===== config.mk =====
export PLATFORM = sky130hd
export DESIGN_NAME = uart_rx
export DESIGN_NICKNAME = d
export VERILOG_FILES = /design/src/rtl/uart_rx.sv
export SDC_FILE = /design/constraint.sdc
export NUM_CORES = 1
export LEC_CHECK = 0
export CAP_MARGIN = 5
export CORE_ASPECT_RATIO = 0.6
export CORE_MARGIN = 10
export CORE_UTILIZATION = 30
export DETAILED_ROUTE_END_ITERATION = 10
export SYNTH_ARGS = -nofsm -noshare
export SYNTH_HDL_FRONTEND = slang
export SYNTH_SLANG_ARGS = --single-unit

===== constraint.sdc =====
create_clock -name clk -period 2.6 [get_ports clk]
set_input_delay 0.52 -clock clk [delete_from_list [all_inputs] [get_ports clk]]
set_output_delay 0.52 -clock clk [all_outputs]
set_load 0.02 [all_outputs]

===== src/rtl/uart_rx.sv =====
// UART receiver: 2-flop input synchroniser, mid-bit sampling FSM and a valid/ready
// output holding register with parity, framing and overrun status.
module uart_rx #(
    parameter int CLOCKRATE   = 100000000,
    parameter int BAUD        = 115200,
    parameter int WORD_LENGTH = 8
) (
    input  logic                   clk,
    input  logic                   reset,
    input  logic                   UART_RX,
    output logic [WORD_LENGTH-1:0] rx_data,
    output logic                   rx_data_valid,
    input  logic                   rx_data_ready,
    output logic                   rx_parity_error,
    output logic                   rx_frame_error,
    output logic                   rx_overrun
);

    localparam int BIT_MAX  = CLOCKRATE / BAUD;
    localparam int HALF_MAX = BIT_MAX / 2;
    localparam int CNT_W    = $clog2(BIT_MAX);
    localparam int BCNT_W   = $clog2(WORD_LENGTH + 1);

    typedef enum logic [2:0] {
        IDLE, START, DATA, PARITY, STOP, BREAK
    } state_t;

    function automatic logic f_parity(input logic [WORD_LENGTH-1:0] v);
        return ^v;
    endfunction

    logic                   r_sync_p0;
    logic                   r_sync_p1;
    logic                   w_rx_s;
    state_t                 r_state;
    logic [CNT_W-1:0]       r_cnt;
    logic [BCNT_W-1:0]      r_bitcnt;
    logic [WORD_LENGTH-1:0] r_shift;
    logic                   r_par_err;
    logic                   w_tick;

    assign w_rx_s = r_sync_p1;
    // START only waits half a bit so every later tick lands mid-bit
    assign w_tick = (r_state == START) ? (r_cnt == CNT_W'(HALF_MAX - 1))
                                       : (r_cnt == CNT_W'(BIT_MAX - 1));

    // stage p0/p1: metastability synchroniser on the raw line
    always_ff @(posedge clk) begin
        if (reset) begin
            r_sync_p0 <= 1'b1;
            r_sync_p1 <= 1'b1;
        end else begin
            r_sync_p0 <= UART_RX;
            r_sync_p1 <= r_sync_p0;
        end
    end

    // frame FSM and output holding register
    always_ff @(posedge clk) begin
        if (reset) begin
            r_state         <= IDLE;
            r_cnt           <= '0;
            r_bitcnt        <= '0;
            r_shift         <= '0;
            r_par_err       <= 1'b0;
            rx_data         <= '0;
            rx_data_valid   <= 1'b0;
            rx_parity_error <= 1'b0;
            rx_frame_error  <= 1'b0;
            rx_overrun      <= 1'b0;
        end else begin
            rx_overrun <= 1'b0;
            if (rx_data_valid && rx_data_ready)
                rx_data_valid <= 1'b0;

            if (r_state == IDLE || r_state == BREAK || w_tick)
                r_cnt <= '0;
            else
                r_cnt <= r_cnt + 1'b1;

            case (r_state)
                IDLE: begin
                    if (!w_rx_s)
                        r_state <= START;
                end
                START: begin
                    if (w_tick) begin
                        r_bitcnt <= '0;
                        r_state  <= w_rx_s ? IDLE : DATA;
                    end
                end
                DATA: begin
                    if (w_tick) begin
                        r_shift <= {w_rx_s, r_shift[WORD_LENGTH-1:1]};
                        if (r_bitcnt == BCNT_W'(WORD_LENGTH - 1)) begin
                            r_bitcnt <= '0;
                            r_state  <= PARITY;
                        end else begin
                            r_bitcnt <= r_bitcnt + 1'b1;
                        end
                    end
                end
                PARITY: begin
                    if (w_tick) begin
                        r_par_err <= w_rx_s ^ f_parity(r_shift);
                        r_state   <= STOP;
                    end
                end
                STOP: begin
                    if (w_tick) begin
                        r_state <= w_rx_s ? IDLE : BREAK;
                        // a word still held and not accepted this cycle wins; the new one is dropped
                        if (!rx_data_valid || rx_data_ready) begin
                            rx_data         <= r_shift;
                            rx_parity_error <= r_par_err;
                            rx_frame_error  <= ~w_rx_s;
                            rx_data_valid   <= 1'b1;
                        end else begin
                            rx_overrun <= 1'b1;
                        end
                    end
                end
                BREAK: begin
                    if (w_rx_s)
                        r_state <= IDLE;
                end
                default: r_state <= IDLE;
            endcase
        end
    end

endmodule

==> results.md <==
- Run status: finished, final reports clean
- # rows: 21
- Total wire length: 3.531 mm
- Accumulated negative setup slack: 0 ns
- Largest net degree at the start of global routing: 29
- Leak: 0.7726 nW
- # hold bufs at CTS: 0
- Core area: 0.005754 mm2
- Critical Path Source Type: flip-flop
- RSZ-0062 raised after global routing: false
- Met3 GRT Util: 3.003%
- EDFF count, synth: 0
- Synth unique cells: 40
- Post-CTS sizing: 0
- Dpl cells: 282
- Share of the synthesized area in the top cell type: 43.63%
- Slew Limit Fails: 0
- Via count of the first global-routing pass: 1,296
- Root Buffer: clkbuf_8
- Gpl congestion: 0.8560
- Met1 Track Usage GR: 11.36%
- Final Hold Fails: 0
- Final Worst Setup Slack: 0.3745 ns
- Synthesized flop and latch total: 40
- Ratio of cells with drive above 1 in the final layout: 10.00%
- Top-count cell post-synth: dfxtp_1
- Maximum root-to-sink buffer count: 2
- Multi-input logic area: 949.7 um2
- Fillers: 567
- Worst-skew pair later-pin latency: 0.29 ns
- Sequential cell area: 800.8 um2
- Die H: 80.59 um
- CTS sink cnt: 40
- Diode count: 0
- Synth Flop Type: dfxtp_1
- Worst Path Max Fanout: 10
- Max-cap viol count: 0
- Post-synth ARST share: 0%
- Crit end category: flip-flop
- Routed length per placed instance: 12.18 um
- Worst slew margin: 65.47%
- Met2 Resource Use GR: 9.686%
- Total gr overflow: 0
- Sequential area share after synthesis: 43.63%
- Hold WC Path Type: reg2reg
- Worst Path Arrival: 2.40 ns
- WP data required: 2.77 ns
- Hold_ws: 0.4117 ns
- Detailed-route DRC error count: 0
- Die width: 121.0 um
- Clock slew at reported path FFs: 0.08 ns
- Final worst-path cycle share: 85.59%
- Most Crowded Layer GR: met1
- Top post-synthesis cells by count: 40 x dfxtp_1, 34 x nor2_1, 20 x mux2i_1
- Critical setup path kind: reg2reg
- DIE AREA: 0.009750 mm2
- Initial antenna violation count: 0
- Worst hold stages: 1
- P&R area growth vs syn: 20.31%
- Minimum clock period: 2.225 ns
- TritonRoute pass-1 iters: 4
- HPWL Detailed: 2.591 mm
- DRT iter0 DRCs: 67
- Least-Margin Pin Slew: 0.5162 ns
- Final nets: 215
- Final Skew: 0.007782 ns
- Vias: 1,308
- Final setup fails: 0
- Syn avg cell area: 9.610 um2
- Synth top area cells: dfxtp_1 44%, mux2i_1 11%, nor2_1 7.0%
- Achievable frequency: 0.4493 GHz
- Pre-CTS WS: 0.3844 ns
- Drt via density: 4.510
- H-Tree Level Count: 2
- Post-route insts no fill: 290
- Total CTS buffers: 5
- # IOs: 16
- Worst vdd ir: 0.0002445 V
- Gr usage total: 7.846%
- Post-DRT Antenna Nets: 0
- Syn Inst Count: 191
- Initial core utilization: 31.90%
- Synthesized area: 0.001836 mm2
- PD cells: 688.8 mW/mm2
- Worst Reg-to-Reg Cells: 6
- Largest area contributor in the netlist: dfxtp_1
- First-pass GRT wire length: 6.299 mm
- Number of port buffers: 15
- TritonCTS clock tree: yes
- Setup bufs post-CTS: 0
- Syn nets: 197
- Synth warn: 0
[registers in the layout, summed over array words and instances (netlist names)]
signal	flops
r_par_err	1
rx_data	8
r_bitcnt	4
r_sync_p1	1
rx_data_valid	1
r_shift	8
rx_overrun	1
rx_parity_error	1
r_state	3
r_sync_p0	1
r_cnt	10
rx_frame_error	1
[per-stage QoR]
step	power, mW	area (um2)	utilization (%)
after floorplan	0.8046	1836	-
after global placement	0.8352	2049	35.62
after detailed placement	0.8344	2049	35.62
after CTS	1.535	2208	38.38
after global routing	1.592	2208	38.38
final	1.521	2208	38.38
[cell usage in the layout, fill, tap and decap left out, types with 2 or more instances in the layout]
master / instances
dfxtp_1: 40
nor2_1: 34
mux2i_1: 20
clkdlybuf4s50_1: 15
xnor2_1: 11
o21ai_0: 8
a21oi_1: 8
nand3_1: 7
nand2_1: 6
inv_1: 5
xor2_1: 5
clkbuf_8: 5
buf_4: 4
or2_2: 3
and3_1: 3
nor3_1: 3
bufinv_16: 3
or3b_2: 2
nand4b_1: 2
nor3b_1: 2
and4_1: 2
nand3b_1: 2
nor4_1: 2
ha_1: 2
[worst max-delay path, stage by stage, from the launching register on]
cell,delay (ns)
dfxtp_1,0.50
or3b_4,0.46
mux2_4,0.36
nor4b_4,0.28
buf_4,0.26
mux2i_1,0.20
nor2_1,0.05
[final timing paths]
path | startpoint | slack (ns) | to
min reg2reg | r_sync_p0$_SDFF_PP1_ | 0.41 | r_sync_p1$_SDFF_PP1_
max | r_state[0]$_SDFFE_PP0P_ | 0.37 | rx_data[0]$_SDFFE_PP0P_
min | r_sync_p0$_SDFF_PP1_ | 0.41 | r_sync_p1$_SDFF_PP1_
max reg2reg | r_state[0]$_SDFFE_PP0P_ | 0.37 | rx_data[0]$_SDFFE_PP0P_
[layout make-up]
cell class              instances  share of cell area [%]
clock buffers                   5                   3.116
clock inverters                 3                   4.079
inverters                       5                  0.8499
multi-input cells             138                   43.00
flip-flops and latches         40                   36.26
well taps                      80                   4.533
repair buffers                 19                   8.159
[cells by family after synthesis]
logic type / after synthesis / synth area share, %
AND/OR/NAND/NOR: 77 / 23.31
flip-flops: 40 / 43.63
AO/OA/AOI/OAI: 21 / 6.477
multiplexers: 21 / 11.72
XOR/XNOR: 17 / 8.861
buffers and inverters: 13 / 4.635
adder cells (fa/ha/maj): 2 / 1.363
[power by group]
part | switching (mW) | total (mW) | internal, mW
sequential | 0.0256 | 0.656 | 0.631
combinational | 0.0978 | 0.167 | 0.0695
clock | 0.217 | 0.697 | 0.480
total | 0.341 | 1.52 | 1.18
[layer usage]
metal | wire length (um) | vias to the layer above | share of wire [%]
met3 | 243 | 7 | 6.9
met1 | 2065 | 569 | 58
met5 | 0 | - | 0
li1 | - | 700 | -
met2 | 1160 | 32 | 33
met4 | 62 | 0 | 1.8
Power figures use the tool's default switching activity.
